## src/rtl/bcd_arb_pkg.sv

```systemverilog
// Shared constants, FSM encoding and the per-step digit adjust used by the
// round-robin BCD converter.
package bcd_arb_pkg;

    localparam int BIN_W = 16;
    localparam int BCD_W = 20;
    localparam int STEPS = 16;
    localparam logic [3:0] NEG_CODE = 4'hA;

    typedef enum logic [1:0] {
        ST_IDLE,
        ST_CONV,
        ST_DONE
    } state_t;

    // Double-dabble correction: any digit of 5 or more gets +3 before the shift.
    function automatic logic [BCD_W-1:0] dabble_adjust(input logic [BCD_W-1:0] b);
        logic [BCD_W-1:0] r;
        r = b;
        for (int d = 0; d < BCD_W / 4; d++) begin
            if (b[4*d +: 4] >= 4'd5) begin
                r[4*d +: 4] = b[4*d +: 4] + 4'd3;
            end
        end
        return r;
    endfunction

endpackage

```

## src/rtl/bcd_seq.sv

```systemverilog
// Iterative double-dabble: start loads the operand, then one adjust+shift per
// cycle for STEPS cycles. done is high during the cycle of the final step.
module bcd_seq
    import bcd_arb_pkg::*;
(
    input  logic             clk,
    input  logic             rst,
    input  logic             start,
    input  logic [BIN_W-1:0] bin,
    output logic             done,
    output logic [BCD_W-1:0] bcd
);

    localparam int CNT_W = $clog2(STEPS);

    logic [BIN_W-1:0] bin_q;
    logic [BCD_W-1:0] bcd_q;
    logic [CNT_W-1:0] cnt_q;
    logic             run_q;
    logic [BCD_W-1:0] adj;
    logic             unused_adj_msb;

    assign adj            = dabble_adjust(bcd_q);
    assign unused_adj_msb = adj[BCD_W-1];

    always_ff @(posedge clk or posedge rst) begin
        if (rst) begin
            bin_q <= '0;
            bcd_q <= '0;
            cnt_q <= '0;
            run_q <= 1'b0;
        end else if (start) begin
            bin_q <= bin;
            bcd_q <= '0;
            cnt_q <= '0;
            run_q <= 1'b1;
        end else if (run_q) begin
            {bcd_q, bin_q} <= {adj[BCD_W-2:0], bin_q, 1'b0};
            cnt_q          <= cnt_q + 1'b1;
            if (cnt_q == CNT_W'(STEPS - 1)) begin
                run_q <= 1'b0;
            end
        end
    end

    // Lets the controller leave CONV on the same edge that completes the result.
    assign done = run_q && (cnt_q == CNT_W'(STEPS - 1));
    assign bcd  = bcd_q;

endmodule

```

## src/rtl/bcd_conv_arbiter.sv

```systemverilog
// Round-robin arbiter in front of one shared signed-binary to BCD converter,
// with display-style formatting of each result.
module bcd_conv_arbiter
    import bcd_arb_pkg::*;
#(
    parameter int          NREQ     = 4,
    parameter logic [7:0]  DOT_MASK = 8'h00,
    localparam int         ID_W     = (NREQ > 1) ? $clog2(NREQ) : 1
) (
    input  logic                  clk,
    input  logic                  rst,
    input  logic [NREQ-1:0]       req,
    input  logic [BIN_W*NREQ-1:0] data_in,
    output logic [NREQ-1:0]       ack,
    output logic                  busy,
    output logic                  out_valid,
    output logic [ID_W-1:0]       out_id,
    output logic [BCD_W-1:0]      data_out,
    output logic [7:0]            dat_en,
    output logic [7:0]            dot_en
);

    state_t           state_q;
    logic [ID_W-1:0]  ptr_q;
    logic [ID_W-1:0]  grant_q;
    logic             neg_q;
    logic [NREQ-1:0]  ack_q;
    logic             out_valid_q;
    logic [ID_W-1:0]  out_id_q;
    logic [BCD_W-1:0] data_out_q;
    logic [7:0]       dat_en_q;
    logic [7:0]       dot_en_q;

    logic [ID_W-1:0]  pick_idx;
    logic             pick_found;
    logic [BIN_W-1:0] op_sel;
    logic [12:0]      mag13;
    logic             start;
    logic             seq_done;
    logic [BCD_W-1:0] seq_bcd;
    logic [BCD_W-1:0] fmt_data;
    logic [7:0]       fmt_en;
    logic             unused_sel;

    // First requester at or after the pointer, wrapping modulo NREQ.
    always_comb begin
        pick_found = 1'b0;
        pick_idx   = ptr_q;
        for (int i = 0; i < NREQ; i++) begin
            if (!pick_found && req[(int'(ptr_q) + i) % NREQ]) begin
                pick_found = 1'b1;
                pick_idx   = ID_W'((int'(ptr_q) + i) % NREQ);
            end
        end
    end

    assign op_sel     = data_in[int'(pick_idx)*BIN_W +: BIN_W];
    assign unused_sel = ^{op_sel[15:13], pick_found};
    assign mag13      = op_sel[12] ? (~{1'b1, op_sel[11:0]}) + 13'd1 : {1'b0, op_sel[11:0]};
    assign start      = (state_q == ST_IDLE) && (|req);

    bcd_seq u_seq (
        .clk   (clk),
        .rst   (rst),
        .start (start),
        .bin   ({3'b000, mag13}),
        .done  (seq_done),
        .bcd   (seq_bcd)
    );

    assign fmt_data = neg_q ? {NEG_CODE, seq_bcd[15:0]} : seq_bcd;
    assign fmt_en   = {3'b000, |fmt_data[19:16], 4'b1111};

    always_ff @(posedge clk or posedge rst) begin
        if (rst) begin
            state_q     <= ST_IDLE;
            ptr_q       <= '0;
            grant_q     <= '0;
            neg_q       <= 1'b0;
            ack_q       <= '0;
            out_valid_q <= 1'b0;
            out_id_q    <= '0;
            data_out_q  <= '0;
            dat_en_q    <= '0;
            dot_en_q    <= '0;
        end else begin
            ack_q       <= '0;
            out_valid_q <= 1'b0;
            case (state_q)
                ST_IDLE: begin
                    if (|req) begin
                        grant_q <= pick_idx;
                        neg_q   <= op_sel[12];
                        ptr_q   <= (int'(pick_idx) == NREQ - 1) ? '0 : pick_idx + 1'b1;
                        state_q <= ST_CONV;
                    end
                end
                ST_CONV: begin
                    if (seq_done) begin
                        state_q <= ST_DONE;
                    end
                end
                ST_DONE: begin
                    out_valid_q <= 1'b1;
                    ack_q       <= {{(NREQ-1){1'b0}}, 1'b1} << grant_q;
                    out_id_q    <= grant_q;
                    data_out_q  <= fmt_data;
                    dat_en_q    <= fmt_en;
                    dot_en_q    <= DOT_MASK;
                    state_q     <= ST_IDLE;
                end
                default: state_q <= ST_IDLE;
            endcase
        end
    end

    assign busy      = (state_q != ST_IDLE);
    assign ack       = ack_q;
    assign out_valid = out_valid_q;
    assign out_id    = out_id_q;
    assign data_out  = data_out_q;
    assign dat_en    = dat_en_q;
    assign dot_en    = dot_en_q;

endmodule

```

## config.mk

```make
export PLATFORM = sky130hd
export DESIGN_NAME = bcd_conv_arbiter
export DESIGN_NICKNAME = d
export VERILOG_FILES = /design/src/rtl/bcd_arb_pkg.sv /design/src/rtl/bcd_seq.sv /design/src/rtl/bcd_conv_arbiter.sv
export SDC_FILE = /design/constraint.sdc
export NUM_CORES = 1
export LEC_CHECK = 0
export BUFFER_PORTS_ARGS = -buffer_cell sky130_fd_sc_hd__buf_2
export CORE_ASPECT_RATIO = 0.6
export CORE_MARGIN = 2
export CORE_UTILIZATION = 40
export DETAILED_ROUTE_END_ITERATION = 12
export GPL_ROUTABILITY_DRIVEN = 0
export MAX_ROUTING_LAYER = met4
export PLACE_DENSITY = 0.71
export SLEW_MARGIN = 0
export SYNTH_ARGS = -nofsm -noshare
export SYNTH_HDL_FRONTEND = slang
export SYNTH_SLANG_ARGS = --single-unit
```

## constraint.sdc

```tcl
create_clock -name clk -period 5.9 [get_ports clk]
set_input_delay 0.295 -clock clk [delete_from_list [all_inputs] [get_ports clk]]
set_output_delay 0.295 -clock clk [all_outputs]
set_load 0.01 [all_outputs]
```

# --- After elaboration in Yosys (flattened, before gate mapping) ---
# Index checks and enable logic that the tools add are counted.
classes:
  add_sub_neg: 11
  shifts: 2
  n_eq_ne: 6
  reduce_logical: 18
  bitwise_logic: 4
  magnitude_cmp: 9
  muxes: 39
ops:
  columns: ["op", "n"]
  rows:
  - ["64-bit by 7-bit variable part select with 13-bit output", 1]
  - ["20-bit two-way mux", 3]
  - ["16-bit two-way mux", 2]
  - ["4-bit two-way mux", 7]
  - ["4-bit by 3-bit greater-or-equal comparator with 1-bit output, second input constant", 5]
  - ["4-bit by 2-bit adder with 4-bit output, second input constant", 4]
  - ["1-bit two-way mux", 14]
  - ["13-bit by 1-bit adder with 13-bit output, second input constant", 1]
  - ["13-bit two-way mux", 1]
  - ["13-bit NOT", 1]
  - ["3-bit by 4-bit < comparator with 1-bit output, second input constant", 3]
  - ["2-bit two-way mux", 6]
  - ["1-bit binary-select mux with 2-bit select", 4]
  - ["4-bit OR reduction", 2]
  - ["2-bit OR reduction", 3]
  - ["1-bit logical AND", 5]
  - ["2-bit by 1-bit adder with 2-bit output, second input constant", 2]
  - ["2-bit adder, second input constant", 2]
  - ["4-bit by 1-bit adder with 4-bit output, second input constant", 1]
  - ["2-bit by 1-bit equality test with 1-bit output, second input constant", 2]
  - ["4-bit equality test, second input constant", 1]
  - ["2-bit one-hot mux with 2 select lines", 1]
  - ["2-bit AND reduction", 2]
  - ["2-bit nonzero test", 2]
  - ["other kinds (10)", 14]
totals:
  reg_bits: 80
  out_inout_bits: 44
  wordCells: 102
  input_bits: 70

# --- Depth between registers and ports, before layout ---
# Gate-level depths: netlist (run 1).
logic_depth:
  depth_word: 19
  mapped_depth: 13
  ltp_nobuf: 12

# --- By module ---
# Synthesis (run 1) repeated with hierarchy kept, for this count alone.
hier_totals:
  cells_unflattened: 506
  hier_area_um2: 4556.9
by_module_without_submodules:
  columns: ["mod", "seq_area_each_um2", "area_per_inst_um2", "cells_per_inst", "instances"]
  rows:
  - ["bcd_conv_arbiter", 900.9, 2352.3, 281, 1]
  - ["bcd_seq", 1026.0, 2204.6, 225, 1]

# --- Worst setup path before layout (run 1) ---
# No wires, ideal clock.
synth_path:
  kind: "register -> register"
  from: "register ptr_q[0]"
  to: "register u_seq.bin_q[8]"
  setup_time_ns: 0.080
  required_time_ns: 5.820
  slack_ns: 2.998
  arrival_time_ns: 2.822
  path_stages_with_launch: 14
  period_less_slack_ns: 2.902
  path_buffers: 1
  cell_sequence: "dfrtp_1 > nand2b_1 > a21oi_2 > nor3_4 > buf_6 > a211oi_1 > nor2_1 > inv_1 > ha_1 > inv_1 > a2111oi_0 > or3b_1 > mux2_4 > nor3_2"
synth_via:
  elab_chain_len: 17
  elab_cells_between_ends: 31
  classes_between: "add/sub (4); shift (1); mux (19); bitwise (1); reduce/logical (6)"
synth_rtl:
  columns: ["element", "line_no", "source"]
  rows:
  - ["start, declared", "bcd_conv_arbiter.sv:24", "logic [ID_W-1:0] ptr_q;"]
  - ["start signal, assigned", "bcd_conv_arbiter.sv:94", "ptr_q <= (int'(pick_idx) == NREQ - 1) ? '0 : pick_idx + 1'b1;"]
  - ["2-bit by 1-bit adder with 2-bit output / 1-bit binary-select mux with 2-bit select (equally long branches)", "bcd_conv_arbiter.sv:50, bcd_conv_arbiter.sv:52", null]
  - ["1-bit binary-select mux with 2-bit select / 1-bit two-way mux (equally long branches)", "bcd_conv_arbiter.sv:50", "if (!pick_found && req[(int'(ptr_q) + i) % NREQ]) begin"]
  - ["1-bit two-way mux (not written as such)", "bcd_conv_arbiter.sv:50", null]
  - ["1-bit two-way mux (not written as such) / 1-bit logical NOT (equally long branches)", "bcd_conv_arbiter.sv:50", null]
  - ["1-bit logical AND", "bcd_conv_arbiter.sv:50", null]
  - ["1-bit two-way mux", "bcd_conv_arbiter.sv:50", null]
  - ["1-bit logical NOT", "bcd_conv_arbiter.sv:50", null]
  - ["1-bit logical AND", "bcd_conv_arbiter.sv:50", null]
  - ["1-bit two-way mux", "bcd_conv_arbiter.sv:50", null]
  - ["1-bit logical NOT", "bcd_conv_arbiter.sv:50", null]
  - ["1-bit logical AND", "bcd_conv_arbiter.sv:50", null]
  - ["2-bit two-way mux (*)", "bcd_conv_arbiter.sv:50", null]
  - ["64-bit by 7-bit variable part select with 13-bit output (*)", "bcd_conv_arbiter.sv:57", "assign op_sel = data_in[int'(pick_idx)*BIN_W +: BIN_W];"]
  - ["13-bit NOT", "bcd_conv_arbiter.sv:59", "assign mag13 = op_sel[12] ? (~{1'b1, op_sel[11:0]}) + 13'd1 : {1'b0, op_sel[11:0]};"]
  - ["13-bit by 1-bit adder with 13-bit output", "bcd_conv_arbiter.sv:59", null]
  - ["13-bit two-way mux (*)", "bcd_conv_arbiter.sv:59", null]
  - ["16-bit two-way mux (*)", "bcd_seq.sv:32", "end else if (start) begin"]
  - ["end signal, assigned", "bcd_seq.sv:33", "bin_q <= bin;"]
  - ["end signal, assigned", "bcd_seq.sv:38", "{bcd_q, bin_q} <= {adj[BCD_W-2:0], bin_q, 1'b0};"]
  - ["end, declared", "bcd_seq.sv:16", "logic [BIN_W-1:0] bin_q;"]
# Every way passes the cells marked *; elsewhere a longest branch is shown, timed or not. The select of a mux whose other input is x is not followed.
# A chain may end at the register's enable or synchronous reset.

# --- Final worst setup path (run 1) ---
layout_path:
  from: "register ptr_q[1]"
  to: "register u_seq.bin_q[8]"
# The elaborated chain is that of the path after synthesis.

==> results of run 1 <==
per-layer routing:
layer	track usage, %	vias up
li1	-	1910
met1	26.3	1809
met2	25.5	119
met3	4.56	16
met4	5.67	0
met5	-	-
metrics by stage:
stage	hold WS (ns)	cell area (sq um)	worst slack (ns)	power [W]
finish	0.242	5390	2.47	0.00270
global route	0.352	5390	2.31	0.00291
CTS	0.286	5390	2.52	0.00271
detailed placement	0.457	5080	2.53	0.00212
global placement	0.453	5080	2.60	0.00205
floorplan	0.445	4630	3.00	0.00183
worst register-to-register path: cells and delay by family, from the launching register on:
family	cells	cell delay [ns]
AO/OA/AOI/OAI	3	0.81
adder cells (fa/ha/maj)	1	0.17
buffers and inverters	2	0.17
flip-flops	1	0.49
multiplexers	1	0.32
AND/OR/NAND/NOR	5	1.39
worst paths after layout:
kind	from	endpoint	slack (ns)	cells past startpoint
setup reg to reg	ptr_q[1]	u_seq.bin_q[8]	2.47	12
hold / removal	rst	data_out[2]	0.24	3
min in group clk	out_id[1]	out_id[1]	0.47	2
max in group asynchronous	rst	u_seq.run_q	4.97	3
setup / recovery	ptr_q[1]	u_seq.bin_q[8]	2.47	12
hold reg to reg	out_id[1]	out_id[1]	0.47	2
cells in the final DEF, fill, tap and decap left out, types with 2 or more instances in the layout:
master,instances
buf_2,90
dfrtp_1,76
nand2_1,69
nor2_1,36
o21ai_0,32
mux2i_1,27
a21oi_1,24
inv_1,19
a211oi_1,18
and3_1,12
ha_1,12
nand3_1,11
conb_1,11
nand2b_1,10
a211o_1,9
nor2b_1,9
clkbuf_16,9
xnor2_1,8
o31ai_1,8
and2_1,7
nand4_1,7
nor3b_1,6
buf_4,6
xor2_1,5
nor3_1,5
a31oi_1,5
o31a_1,4
o211ai_1,4
or2_2,2
a21o_1,2
mux2_2,2
or4_1,2
clkinv_4,2
inv_6,2
state kept, by name (all words and copies together), names as in the netlist:
signal       cells
ptr_q            2
u_seq.cnt_q      4
ack              4
out_id           2
grant_q          2
u_seq.run_q      1
data_out        20
neg_q            1
u_seq.bcd       20
dat_en           2
u_seq.bin_q     16
out_valid        1
state_q          2
Yosys cell counts, types with 10 or more instances:
master,number,area share (%)
clkbuf_1,17,1.4
ha_1,12,3.3
nand2b_1,10,1.4
mux2i_1,27,5.9
nand2_1,69,5.6
nor2_1,36,2.9
o21ai_0,32,3.5
and3_1,12,1.6
a211oi_1,18,2.9
inv_1,20,1.6
buf_4,15,2.5
a21oi_1,25,2.7
nand3_1,11,1.2
dfrtp_1,77,42
logic make-up (layout without fill, tap and decap cells):
group	count (synthesis)	after routing
AO/OA/AOI/OAI	123	123
adder cells (fa/ha/maj)	12	12
XOR/XNOR	13	13
multiplexers	30	30
AND/OR/NAND/NOR	188	188
flip-flops	77	77
buffers and inverters	59	132
other	1	11
power groups by stage:
stage          registers, W  clock network, W  logic [W]
2_1_floorplan      0.000862                 0   0.000971
3_3_place_gp       0.000905                 0    0.00115
3_5_place_dp       0.000917                 0    0.00121
4_1_cts            0.000911          0.000582    0.00122
5_1_grt            0.000946          0.000598    0.00137
6_report           0.000912          0.000571    0.00122
cell type report:
type,count,area share [%]
multi-input cells,377,44.6
flip-flops and latches,77,35.8
repair buffers,96,9.19
clock buffers,9,4.18
well taps,144,3.34
clock inverters,7,1.51
inverters,20,1.39
==> results by stage, run 1 <==
Clock tree:
- The maximum clock insertion buffer count is 2.
- The clock tree root driver cell is clkbuf_16.
- The number of H-tree levels is 3.
- The clock net sink count is 77.
- The number of buffers created by CTS is 9.
- In this run, post-CTS repair resized a total of 0 instances.
- The clock latency on the worst-skew pair is 0.35 ns.
- TritonCTS built the clock tree.
- The buffers inserted during post-CTS setup optimization is 0.
- After clock tree synthesis, the clock-pin slew on the worst setup and hold paths is 0.06 ns.
- The number of hold buffers added after CTS was 0.

Drt:
- Across all layers, the routed design uses 3854 vias.
- In the detailed route, the total length drawn on met3 is 681 microns.
- Wires add up to 10900 microns.
- The top routing layer in use is met4.
- Before antenna repair, the detailed router went through 5 iterations.
- After detailed routing, the met2 layer carries 4590 microns of wire.
- The total routed wire length on the met1 layer is 5450 microns.
- After detailed routing, the number of remaining DRC violations is 0.
- The via density per instance is 5.28.
- Once detail routing completed, the nets flagged for antenna violations numbered 0.
- The initial DRC count is 297.
- In the final routed layout, each cell accounts on average for 14.9 microns.

Finish:
- After filler insertion, the fill cell instance count of the layout stands at 1076.
- In the final design database the tool counted 663 nets.
- The final design utilization is 47.9%.
- Registers take 1930 sq um.
- The number of standard cells in the layout, taps in and fillers out is 730.
- The share of post-route cells with drive strength above 1 is 23.2%.
- The area added between synthesis and finish is 17.4%.
- The antenna diode instance count is 0.
- The area occupied by multi-input gates is 2410 sq um.

Floorplan:
- The floorplan step defined a core boundary enclosing 11300 sq um.
- 114 I/O pins were placed.
- The placement row count is 30.
- The die covers 12400 sq um.
- The effective utilization at floorplan is 40.8%.
- The vertical die dimension is 87.0 microns.
- The floorplan step set the die width to 142 microns.

STA:
- After routing, the total negative slack on setup checks comes to 0 ns.
- The clock period minus final worst setup slack is 3.43 ns.
- The final hold violation count came to 0.
- The number of max-slew violations in the final report is 0.
- The slew at the pin closest to its max-slew limit is 0.972 ns.
- Headroom to the max-slew limit came out at 35.2%.
- The clock arrives with 0.00638 ns of skew.
- The final critical path takes up 58.1% of the cycle.
- Setup repair after global routing left no endpoint under its margin.
- Setup violations remaining at the end of the flow were counted as 0.
- The highest achievable clock rate is 292 MHz.

Global routing:
- The global routing usage summed across all routing layers is 18.4%.
- After global routing the overflow that remains totals 0.
- The via count of the first global-routing pass is 3504.
- The number of antenna violations at the first check in global routing is 0.
- The largest net degree at the start of global routing is 78.
- The first global-routing pass estimated 17200 microns of wire.

Yosys:
- After synthesis the netlist holds a flip-flop and latch count of 77.
- The post-synthesis simple-gate area fraction is 20.7%.
- Of the total synthesized cell area, the portion taken by XOR and XNOR cells is 2.48%.
- After synthesis, the mean cell area works out to 9.13 sq um.
- The number of standard cells after synthesis is 503.
- The number of synthesized flops with an enable pin is 0.
- For this run, the number of Yosys warnings is 0.
- The combinational family with the most area after synthesis is simple AND/OR/NAND/NOR gates.
- Of the synthesized area, sequential elements account for 42.0%.
- The total standard cell area after synthesis is 4590 sq um.
- The most instantiated flip-flop cell in the synthesis netlist is dfrtp_1.
- Counting flops with an async set or reset pin after synthesis yields a share of 100%.
- Summing the areas of all compound-gate instances in the mapped netlist gives 18.1% of the synthesized area.
- After synthesis, the netlist uses 62 different library cells.
- Summing the areas of all fa, ha and maj instances in the mapped netlist gives 3.27% of the synthesized area.
- The share of cell area taken by muxes after synthesis is 6.70%.

Placement:
- The half-perimeter wire length after placement is 7700 microns.
- During placement, the flow inserted port buffers numbering 90.
- Counting tap cells, the placed design contains a total of 714 instances.

Power and ir drop:
- The switching component of the power is 0.00113 W.
- The proportion of power drawn by the clock network is 21.1%.
- Power spread over the standard cell area amounts to 501 nW/um^2.
- The analysis attributes to cell leakage a power of 2.73 nW.
- Net switching is 41.9% of the power.
- Combinational logic burns 45.1% of the power.
- The worst-case IR drop observed on VDD is 165 uV.
- Internal power comes to 0.00157 W.
- Sequential cells account for 33.8% of the total power.

Worst setup path:
- For this run, the slowest stage of the critical path takes 0.49 ns.
- The top cell family by delay on the critical path is simple AND/OR/NAND/NOR gates.
- The signal on the critical path passes through or3_4, o2111ai_4, nand2_4, a211oi_1, nor2_1, inv_1, ha_1, inv_1, a2111oi_0, or3b_1, mux2_4, nor3_2.
- The critical path is of the register to register type.
- The critical path capture point type is a register.
- In this design, the critical path's most frequently occurring cell is inv_1.
- For the worst setup path, the data arrival time is 3.69 ns.
- The largest driver fanout on the critical path is 18.
- Counting both buffers and inverters, the worst setup path holds a total of 2.
- The data required time of the critical path is 6.16 ns.
- The worst setup path is launched from a register.
- The slowest stage of the critical path is the dfrtp_1 cell.

Run:
- The tool flagged a number of max-cap violations equal to 0.

Min path:
- The path class of the tightest hold or removal check is input port to async pin.

Status:
- The run finished with clean final reports.
No activity file was read; power rests on OpenSTA's default activity.
==> run 2: changes to the inputs <==
Settings changed: ABC_AREA set to 1, PLACE_DENSITY 0.71 to 0.7.
Clock period 5.9 ns to 3.55 ns, I/O delays scaled along.
==> run 2 against run 1 <==
Net effect:
- sequential share of layout area shrank 1.7 points
- register-to-register slack worse by 2.0 ns
- non-clock buffer count increased by 5
- clock skew grew 0.00051 ns
- hold slack worse by 0.18 ns
- flip-flop and latch count stayed put
- total power up 120%
- largest power group unchanged
==> results by stage, run 2 <==
Status:
- The run finished with clean final reports.

Worst setup path:
- The setup slack of the worst register-to-register path was 0.52 ns (-1.95 ns).
- The launch instance of the worst register-to-register path is ptr_q[0].
- The startpoint type of the worst setup path is a register.
- The number of cells on the worst reg-to-reg path is 25 (+13).
- In this run the critical register-to-register path is captured at u_seq.bin_q[10].
- The data arrival time of the critical path is 3.26 ns (-0.43 ns).
- In this run the worst setup path terminates at u_seq.bin_q[10].
- The most critical setup path has its startpoint at ptr_q[0].
- The data required time of the critical path is 3.77 ns (-2.39 ns).
- The critical path is of the register to register type.
- The largest driver fanout on the critical path came to 19 (+1).
- STA classifies the critical path endpoint as a register.

Yosys:
- The adder and majority cell fraction of the synthesized area is 3.10% (-0.17 points).
- The number of synthesized flops with an enable pin is 0 (unchanged).
- Ranked by instance count, the synthesized netlist is headed by 203 x nand2_1, 86 x inv_1, 77 x dfrtp_1.
- The total number of yosys warnings is 0 (unchanged).
- In the post-synthesis netlist, the cell with the most instances is nand2_1.
- The number of storage elements in the synthesis netlist came to 77 (unchanged).
- The mean instance size in the synthesized netlist is 7.34 sq um (-20%).
- Among all flip-flop cells after synthesis, the most frequent one is dfrtp_1.
- The post-synthesis simple-gate area fraction was 31.0% (+10 points).
- By area, the combinational part of the netlist is dominated by simple AND/OR/NAND/NOR gates.
- The total standard cell area after synthesis is 4840 sq um (+5.4%).
- The number of standard cells after synthesis is 660 (+31%).
- The share of the synthesized area in compound gates (AO/OA/AOI/OAI) is 12.1% (-5.9 points).
- The post-synthesis xor/xnor area fraction is 1.27% (-1.2 points).
- The fraction of the yosys area taken by sequential cells was 39.8% (-2.2 points).
- The area share of the largest cell type after synthesis is 39.8% (-2.2 points).
- The post-synthesis cell type count is 41 (-34%).
- The share of flip-flops with an asynchronous set or reset after synthesis came to 100% (unchanged).
- dfrtp_1 takes more of the synthesized area than any other cell.
- After synthesis, the cell types taking the most area are dfrtp_1 40%, nand2_1 16%, inv_1 6.7%.
- The share of cell area taken by muxes after synthesis came to 0% (-6.7 points).

Min path:
- The class of the worst hold path is input port to async pin.

Drt:
- The wire length per cell after detailed routing is 11.8 microns (-21%).
- The via density per instance came to 4.72 (-11%).
- The initial DRC count is 235 (-21%).
- The number of antenna-violating nets in the routed design is 0 (unchanged).
- The wire length reported by the detailed router came to 10800 microns (-0.97%).
- The detailed-route via count is 4315 (+12%).
- The DRC violation count after routing is 0 (unchanged).
- The number of iterations in the first detailed-routing pass is 5 (unchanged).

STA:
- Setup repair after global routing left no endpoint under its margin.
- The number of max-slew violations in the final report is 0 (unchanged).
- The slew at the pin closest to its max-slew limit is 0.946 ns (-0.0251 ns).
- The final hold violation count is 0 (unchanged).
- The setup clock skew after layout was 0.00689 ns (+0.000508 ns).
- The sum of negative setup slack is 0 ns (unchanged).
- The setup-violating endpoint count in the final report is 0 (unchanged).
- The portion of the clock cycle consumed by the worst path in the final layout is 85.4% (+27 points).
- The max-slew headroom at the worst pin was 36.8% (+1.6 points).
- The least setup slack across all paths after layout is 0.518 ns (-1.95 ns).
- The highest achievable clock rate is 330 MHz (+13%).
- The tightest hold margin is 0.0615 ns (-0.180 ns).
- The clock period minus final worst setup slack is 3.03 ns (-0.397 ns).

Placement:
- The worst slack at placement came to 0.385 ns (-2.15 ns).
- The half-perimeter wire length after placement is 7990 microns (+3.7%).
- The cell area reported after detailed placement was 5370 sq um (+5.7%).
- The number of port buffers came to 90 (unchanged).

Floorplan:
- The effective utilization at floorplan is 40.5% (-0.25 points).
- The top-level port count is 114 (unchanged).
- The die extent in x is 146 microns (+2.6%).
- The area of the core is 11900 sq um (+6.1%).
- The die area was 13000 sq um (+5.2%).
- The placement row count is 31 (+3.3%).
- The vertical die dimension was 89.2 microns (+2.6%).

Power and ir drop:
- The maximum VDD drop is 462 uV (+180%).
- The power density of the placed cells is 1070 nW/um^2 (+110%).
- The static leakage is 3.10 nW (+14%).
- The switching fraction of total power is 49.7% (+7.8 points).
- The switching component of the power is 0.00301 W (+170%).
- The combinational power share is 61.5% (+16 points).
- The cell-internal power is 0.00304 W (+94%).
- The proportion of power drawn by flip-flops and latches is 23.7% (-10 points).
- The total power of the final layout was 0.00605 W (+120%).
- The proportion of power drawn by the clock network is 14.9% (-6.2 points).

Finish:
- The final net count is 827 (+25%).
- The register cell area after layout came to 1930 sq um (unchanged).
- The top cell types in the final layout, fill and taps aside, are 203 x nand2_1, 90 x buf_2, 85 x inv_1.
- The area occupied by multi-input gates is 2340 sq um (-2.7%).
- The share of post-route cells with drive strength above 1 is 21.3% (-1.9 points).
- The final instance area is 5670 sq um (+5.1%).
- The number of fill cells is 1219 (+13%).
- The area added between synthesis and finish is 17.0%.
- The antenna diode instance count came to 0 (unchanged).
- Leaving out fill and tap cells, the most frequent cell in the layout is nand2_1.

Clock tree:
- The clock net sink count was 77 (unchanged).
- The clock tree root driver cell is clkbuf_16.
- The number of buffers created by CTS is 9 (unchanged).
- The buffers inserted during post-CTS setup optimization is 0 (unchanged).
- The maximum clock insertion buffer count came to 2 (unchanged).
- The number of H-tree levels was 3 (unchanged).
- The clock latency on the worst-skew pair is 0.34 ns (about the same).
- The CTS tree is done.
- The clock-pin slew of the registers on the worst-case setup and hold paths is 0.06 ns (about the same).
- The count of hold-fix buffers inserted at cts was 0 (unchanged).

Global routing:
- The global-route congestion overflow total is 0 (unchanged).
- The global routing usage summed across all routing layers is 18.1% (-0.22 points).
- The first-pass GRT wire length is 18400 microns (+7.0%).
- The via count of the first global-routing pass is 3806 (+8.6%).
- The largest net degree at the start of global routing was 47 (-40%).
- The number of antenna violations at the first check in global routing is 0 (unchanged).

Run:
- The number of max-cap violations came to 0 (unchanged).
-- run 2: power by group through the flow --
stage	logic, W	clock network, W	registers (W)
after floorplan	0.00302	0	0.00142
after global placement	0.00364	0	0.00143
after detailed placement	0.00370	0	0.00144
after CTS	0.00372	0.000921	0.00143
after global routing	0.00426	0.000958	0.00148
final	0.00372	0.000900	0.00143
-- run 2: layer usage --
layer | up-vias | routed length (microns) | global-route usage (%)
met1 | 1935 | 6010 | 27.1
met5 | - | 0 | -
met2 | 117 | 4010 | 24.3
met4 | 0 | 83 | 3.88
met3 | 11 | 671 | 4.69
li1 | 2252 | - | -
-- run 2: metrics by stage --
| stage | util [%] | instances |
|---|---|---|
| 2_1_floorplan | - | 670 |
| 3_5_place_dp | 45.0 | 899 |
| 6_report | 47.4 | 915 |
| 4_1_cts | 47.4 | 915 |
| 5_1_grt | 47.4 | 915 |
| 3_3_place_gp | 45.0 | 899 |
-- run 2: cell type report --
cell class / count / share of cell area [%]
Multi-Input combinational cell: 459 / 41.3
Sequential cell: 77 / 34.0
Timing Repair Buffer: 101 / 9.41
Inverter: 97 / 6.43
Clock buffer: 10 / 4.04
Tap cell: 165 / 3.64
Clock inverter: 6 / 1.13
-- run 2: kinds of logic after synthesis --
| logic type | after synthesis |
|---|---|
| other | 1 |
| and+or+nand+nor | 327 |
| adders and majority gates | 12 |
| xor gates and xnor gates | 7 |
| DFF | 77 |
| AOI/OAI and AO/OA | 102 |
| buffers and inverters | 134 |
-- run 2: worst min path at each step --
stage / depth (start not counted) / slack [ns] / end / startpoint
after floorplan: 1 / 0.43 / u_seq.cnt_q[3] / u_seq.cnt_q[3]
after detailed placement: 2 / 0.46 / data_out[2] / rst
after global placement: 2 / 0.45 / data_out[4] / rst
after CTS: 2 / 0.09 / data_out[2] / rst
after global routing: 2 / 0.16 / dat_en[4] / rst
final: 2 / 0.06 / data_out[2] / rst
-- run 2: what timing repair did --
action,CTS,global route
setup endpoints to repair,0,1
gates resized for setup,0,1
hold endpoints to repair,0,0
-- run 2: critical path, cell delays in order (launching register included) --
cell and delay (ns):
dfrtp_2 0.51, inv_2 0.21, nand2_1 0.09, nand2_2 0.11, nand2_1 0.06, nand2_1 0.05
nand2_1 0.07, inv_2 0.10, nand2_4 0.08, nand2_4 0.20, nand2_4 0.15, inv_2 0.16
nand2_1 0.06, nand2_1 0.05, nand2_1 0.05, o21ai_2 0.10, inv_1 0.09, ha_1 0.21
nand2_1 0.12, nor2_4 0.05, nand2_1 0.09, nand2_2 0.07, nand2_1 0.06, nand2_1 0.04
nand3_1 0.06, nand2_1 0.05
